## src/rtl/traffic_pkg.sv

```systemverilog
// Shared lamp encodings, fault codes and the light type used by the
// traffic-light controller and its independent safety monitor.
package traffic_pkg;

  typedef logic [2:0] light_t;

  // Bit 2 = red, bit 1 = yellow, bit 0 = green.
  localparam light_t LT_RED = 3'b100;
  localparam light_t LT_YEL = 3'b010;
  localparam light_t LT_GRN = 3'b001;

  // A lower value has higher priority when several faults fire together.
  typedef enum logic [2:0] {
    FLT_NONE      = 3'd0,
    FLT_ENCODING  = 3'd1,
    FLT_CONFLICT  = 3'd2,
    FLT_SEQUENCE  = 3'd3,
    FLT_SHORT_YEL = 3'd4,
    FLT_STARVE    = 3'd5
  } fault_code_t;

  function automatic logic light_is_onehot(input light_t l);
    return (l == LT_RED) || (l == LT_YEL) || (l == LT_GRN);
  endfunction

endpackage

```

## src/rtl/light_seq_checker.sv

```systemverilog
// Per-direction phase tracker: remembers the last legal lamp and the yellow
// run length, and flags encoding, sequence and short-yellow violations.
module light_seq_checker
  import traffic_pkg::*;
#(
  parameter int YELLOW_MIN = 3
) (
  input  logic   clk,
  input  logic   rst_n,
  input  light_t light_i,
  output logic   enc_err_o,
  output logic   seq_err_o,
  output logic   short_yel_o,
  output logic   is_red_o,
  output logic   is_grn_o
);

  // YELLOW_MIN must be at least 1 so the dwell counter has a width.
  localparam int DW = $clog2(YELLOW_MIN + 1);
  localparam logic [DW-1:0] YMIN = DW'(YELLOW_MIN);

  light_t          prev_q, prev_d;
  logic [DW-1:0]   ydwell_q, ydwell_d;
  logic            enc_err;
  logic            seq_err;
  logic            short_yel;

  always_comb begin
    enc_err   = !light_is_onehot(light_i);
    seq_err   = 1'b0;
    short_yel = 1'b0;
    if (!enc_err) begin
      case (prev_q)
        LT_RED: seq_err = (light_i == LT_YEL);
        LT_GRN: seq_err = (light_i == LT_RED);
        LT_YEL: begin
          seq_err   = (light_i == LT_GRN);
          short_yel = (light_i == LT_RED) && (ydwell_q < YMIN);
        end
        default: seq_err = 1'b0;
      endcase
    end

    // A malformed sample resynchronises the tracker to red so that the
    // following samples are judged against a known phase.
    prev_d   = enc_err ? LT_RED : light_i;
    ydwell_d = '0;
    if (!enc_err && (light_i == LT_YEL)) begin
      ydwell_d = (ydwell_q == YMIN) ? ydwell_q : ydwell_q + 1'b1;
    end
  end

  always_ff @(posedge clk or negedge rst_n) begin
    if (!rst_n) begin
      prev_q   <= LT_RED;
      ydwell_q <= '0;
    end else begin
      prev_q   <= prev_d;
      ydwell_q <= ydwell_d;
    end
  end

  assign enc_err_o   = enc_err;
  assign seq_err_o   = seq_err;
  assign short_yel_o = short_yel;
  assign is_red_o    = (light_i == LT_RED);
  assign is_grn_o    = (light_i == LT_GRN);

endmodule

```

## src/rtl/traffic_light_monitor.sv

```systemverilog
// Safety monitor for the traffic-light controller outputs: checks lamp rules
// each cycle, latches the first fault code and counts violating cycles.
module traffic_light_monitor
  import traffic_pkg::*;
#(
  parameter int YELLOW_MIN = 3,
  parameter int MAX_WAIT   = 32,
  parameter int CNT_W      = 8
) (
  input  logic             clk,
  input  logic             rst_n,
  input  logic             c,
  input  logic [2:0]       light_farm,
  input  logic [2:0]       light_highway,
  input  logic             clr,
  output logic             fault,
  output logic [2:0]       fault_code,
  output logic [CNT_W-1:0] fault_count
);

  localparam int WW = $clog2(MAX_WAIT + 1);
  localparam logic [WW-1:0] WMAX = WW'(MAX_WAIT);

  logic farm_enc, farm_seq, farm_short, farm_red, farm_grn;
  logic hwy_enc, hwy_seq, hwy_short, hwy_red;

  light_seq_checker #(.YELLOW_MIN(YELLOW_MIN)) u_farm_chk (
    .clk         (clk),
    .rst_n       (rst_n),
    .light_i     (light_farm),
    .enc_err_o   (farm_enc),
    .seq_err_o   (farm_seq),
    .short_yel_o (farm_short),
    .is_red_o    (farm_red),
    .is_grn_o    (farm_grn)
  );

  light_seq_checker #(.YELLOW_MIN(YELLOW_MIN)) u_hwy_chk (
    .clk         (clk),
    .rst_n       (rst_n),
    .light_i     (light_highway),
    .enc_err_o   (hwy_enc),
    .seq_err_o   (hwy_seq),
    .short_yel_o (hwy_short),
    .is_red_o    (hwy_red),
    .is_grn_o    ()
  );

  logic [WW-1:0]    wait_q, wait_d;
  logic             starve;
  logic             conflict;
  fault_code_t      code_now;
  logic             viol;

  logic             fault_q, fault_d;
  fault_code_t      code_q, code_d;
  logic [CNT_W-1:0] count_q, count_d;

  always_comb begin
    wait_d = '0;
    if (c && !farm_grn) begin
      wait_d = (wait_q == WMAX) ? wait_q : wait_q + 1'b1;
    end
    // Flags on the cycle the wait reaches the limit and every cycle it stays there.
    starve   = (wait_d == WMAX);
    conflict = !farm_red && !hwy_red;

    if (farm_enc || hwy_enc)             code_now = FLT_ENCODING;
    else if (conflict)                   code_now = FLT_CONFLICT;
    else if (farm_seq || hwy_seq)        code_now = FLT_SEQUENCE;
    else if (farm_short || hwy_short)    code_now = FLT_SHORT_YEL;
    else if (starve)                     code_now = FLT_STARVE;
    else                                 code_now = FLT_NONE;
    viol = (code_now != FLT_NONE);
  end

  always_comb begin
    fault_d = fault_q;
    code_d  = code_q;
    count_d = count_q;
    if (clr) begin
      // A violation in the clearing cycle is recorded as a fresh first fault.
      fault_d = viol;
      code_d  = code_now;
      count_d = viol ? CNT_W'(1) : '0;
    end else if (viol) begin
      if (!fault_q) begin
        fault_d = 1'b1;
        code_d  = code_now;
      end
      count_d = (count_q == '1) ? count_q : count_q + 1'b1;
    end
  end

  always_ff @(posedge clk or negedge rst_n) begin
    if (!rst_n) begin
      wait_q  <= '0;
      fault_q <= 1'b0;
      code_q  <= FLT_NONE;
      count_q <= '0;
    end else begin
      wait_q  <= wait_d;
      fault_q <= fault_d;
      code_q  <= code_d;
      count_q <= count_d;
    end
  end

  assign fault       = fault_q;
  assign fault_code  = code_q;
  assign fault_count = count_q;

endmodule

```

## config.mk

```make
export PLATFORM = sky130hd
export DESIGN_NAME = traffic_light_monitor
export DESIGN_NICKNAME = d
export VERILOG_FILES = /design/src/rtl/traffic_pkg.sv /design/src/rtl/light_seq_checker.sv /design/src/rtl/traffic_light_monitor.sv
export SDC_FILE = /design/constraint.sdc
export NUM_CORES = 1
export LEC_CHECK = 0
export CAP_MARGIN = 20
export CORE_MARGIN = 2
export CORE_UTILIZATION = 49
export DETAILED_ROUTE_END_ITERATION = 16
export GPL_TIMING_DRIVEN = 0
export HOLD_SLACK_MARGIN = 0.15
export PLACE_DENSITY = 0.87
export SETUP_SLACK_MARGIN = 0.3
export SYNTH_ARGS = -nofsm -noshare
export SYNTH_HDL_FRONTEND = slang
export SYNTH_SLANG_ARGS = --single-unit
export TNS_END_PERCENT = 5
```

## constraint.sdc

```tcl
create_clock -name clk -period 2.26 [get_ports clk]
set_input_delay 0.452 -clock clk [delete_from_list [all_inputs] [get_ports clk]]
set_output_delay 0.452 -clock clk [all_outputs]
set_load 0.05 [all_outputs]
```

==> flow_summary.json <==
{
  "postSynthAreaPerCell_um2": 10.2,
  "clkSinkCount": 28,
  "crit_path_start_kind": "primary input",
  "die_w_um": 62.7,
  "die-area_mm2": 0.00393,
  "grt_first_pass_wirelength_mm": 5.78,
  "syn-cell-area_mm2": 0.00169,
  "ff_latch_area_um2": 706,
  "power.density_mw_per_mm2": 468,
  "numPortBuffers": 21,
  "reg2regPathDepth": 8,
  "ctsHoldBuffers": 0,
  "drtAntennaViolNets": 0,
  "comb_power_share_pct": 24.6,
  "outcome": "complete, no violations",
  "firstDrtPassIters": 4,
  "critical_path.top_delay_family": "simple AND/OR/NAND/NOR gates",
  "internal-power_uw": 701,
  "instances_no_fill": 245,
  "arrival_ns": 2.41,
  "cts_tree": "yes",
  "slew_viol_final": 0,
  "path_max_fanout": 7,
  "rsz0062_at_grt": "yes",
  "max_stage_delay_ns": 0.48,
  "cap_violations": 0,
  "clock_latency_ns": 0.34,
  "clk_pin_slew_ns": 0.15,
  "pwr-share-seq_pct": 54.1,
  "p_clk_share_pct": 21.3,
  "viasPerCell": 5.54,
  "min_period_over_period_pct": 96.0,
  "drc_errors": 0,
  "yosysUniqueCellTypes": 53,
  "fmax_mhz": 461,
  "tightestPinTransition_ns": 0.599,
  "dp_cells": 234,
  "slowest_stage": "a2111oi_4",
  "async_flop_share_pct": 100,
  "syn_inst": 166,
  "hold_viol_final": 0,
  "period_minus_slack_ns": 2.17,
  "critPathRequiredTime_ns": 2.50,
  "hpwl_mm": 2.47,
  "finalSetupViolCount": 0,
  "rr_startpoint": "wait_q[1]",
  "wire_per_inst_um": 14.7,
  "switching_share_pct": 30.7,
  "root_buffer": "clkbuf_4",
  "rows": 21,
  "worst_setup_path_end_kind": "flop",
  "cp.buffers_inverters": 2,
  "ir_worst_vdd_v": 0.000256,
  "die_h_um": 62.7,
  "syn_to_final_growth_pct": 27.9,
  "vias": 1358,
  "syn_nets": 181,
  "p_sw_uw": 310,
  "synth_seq_cells": 28,
  "startpoint": "light_farm[0]",
  "grt_pass1_vias": 1284,
  "path_cells": "dlygate4sd2_1 -> or3b_4 -> nand2_4 -> a21oi_4 -> a2111oi_4 -> buf_6 -> nor3_4 -> mux2_4",
  "grtUsageTotal_pct": 18.1,
  "cts_max_path_buffers": 2,
  "ios": 22,
  "min_path_type": "primary input to asynchronous set/reset pin",
  "htree_levels": 1,
  "yosysWarnings": 0,
  "antenna_found_initial": 0,
  "initial_utilization_pct": 51.0,
  "drtIter0Drc": 64,
  "crit_type": "primary input to flop",
  "grt-ovfl-total": 0,
  "multi_input_area_um2": 1000,
  "setup_slack_ns": 0.0907,
  "grt_max_degree": 18,
  "synth_edf_count": 0,
  "max_slew_margin_pct": 59.9,
  "synth_flop_cell": "dfrtp_1",
  "fin_skew_ns": 0.0146,
  "wl_mm": 3.60,
  "yosysSeqAreaShare_pct": 41.6,
  "cts_buffers": 3,
  "diodes": 0,
  "cp.depth": 8,
  "dp_slack_ns": -0.509,
  "gp_congestion": 0.815,
  "drive_above_1_share_pct": 21.6,
  "num-fill-cells": 287,
  "core_mm2": 0.00331,
  "total_leakage_power_uw": 0.00106,
  "nets": 215
}
metal layers:
| layer | GRT usage [%] | up-vias | wire length (µm) |
|---|---|---|---|
| met4 | 7.22 | 0 | 80 |
| met1 | 23.4 | 677 | 1580 |
| met2 | 31.7 | 16 | 1850 |
| li1 | - | 658 | - |
| met5 | 0 | - | 0 |
| met3 | 1.26 | 7 | 90 |
power groups by stage:
stage               Combinational, µW  Sequential (µW)  Clock, µW
finish                            249              547        215
global route                      269              550        247
global placement                  209              556          0
detailed placement                221              557          0
floorplan                        95.3              594          0
CTS                               234              547        218
cells by family (layout without fill, tap and decap cells):
logic type      after synthesis  in the layout  share of synthesized area (%)
fa+ha+maj                     5              5                           3.70
buf+inv                      13             46                           3.63
flops                        28             28                           41.6
simple gates                 77             77                           27.9
mux                           7              7                           4.59
xor+xnor                      6              6                           3.11
compound gates               30             30                           15.5
cell usage after synthesis, drive strengths merged, types with 3 or more instances:
master	n	area, µm²
a21oi	5	36.3
and3	3	21.3
dfrtp	26	651
ha	5	62.6
inv	11	41.3
mux2	3	37.5
mux2i	4	40.0
nand2	13	56.3
nand2b	5	31.3
nand3	4	20.0
nor2	19	73.8
nor2b	4	25.0
nor3	4	31.3
nor3b	6	50.1
nor4bb	4	40.0
o21ai	10	50.1
o21bai	3	22.5
or3	3	18.8
or3b	3	28.8
xor2	4	35.0
through the flow:
step,TNS (ns),hold slack (ns),cell area [µm²],utilization (%),total power (µW)
floorplan,0,0.156,1700,-,690
global route,-0.0496,0.487,2160,65.3,1070
CTS,0,0.493,2070,62.4,999
detailed placement,-4.42,0.535,1990,60.1,778
finish,0,0.471,2160,65.3,1010
global placement,-4.23,0.512,1960,59.3,766
worst register-to-register path: cells and delay by family (launching register included):
family,cells,cell delay (ns)
adders and majority gates,1,0.30
muxes,1,0.29
and+or+nand+nor,2,0.09
DFF,1,0.44
buffers and inverters,2,0.30
AOI/OAI and AO/OA,2,0.68
path summary, 6_finish.rpt:
path | slack, ns | to
max | 0.09 | fault_count[7]
min | 0.47 | fault_count[1]
max reg2reg | 0.10 | fault_count[7]
min reg2reg | 0.56 | u_hwy_chk.ydwell_q[0]
max in group asynchronous | 1.20 | u_farm_chk.prev_q[2]
min in group clk | 0.56 | u_hwy_chk.ydwell_q[0]
state kept, by name (all words and copies together) (netlist names):
name                 flops
fault                    1
fault_code               3
fault_count              8
u_farm_chk.prev_q        3
u_farm_chk.ydwell_q      2
u_hwy_chk.prev_q         3
u_hwy_chk.ydwell_q       2
wait_q                   6
cell usage in the layout, fill, tap and decap left out, types with 3 or more instances in the layout:
cell and instances:
nand2b_1 5, ha_1 4, a21oi_1 4, nand3_1 3
o21bai_1 3, clkbuf_4 3, nand2_1 12, xor2_1 4
dlymetal6s2s_1 12, dlygate4sd2_1 6, clkdlybuf4s50_1 3, mux2i_1 4
nor2_1 18, nor2b_1 4, dfrtp_1 24, o21ai_0 9
nor4bb_1 4, nor3b_1 5, inv_1 10, buf_4 6
nor3_1 3
timing repair:
| action | 4_1_cts | 5_1_grt |
|---|---|---|
| setup buffers | 3 | 3 |
| cloned | 1 | 0 |
| pin swaps | 2 | 6 |
| setup endpoints to repair | 23 | 23 |
| gates resized for setup | 10 | 20 |
final cells by class:
cell class	count	area share (%)
multi-input combinational	125	46.3
sequential	28	32.7
timing repair buffer	29	14.4
tap	46	2.66
inverter	11	1.91
clock buffer	4	1.22
buffer	2	0.926
Power figures use the tool's default switching activity.
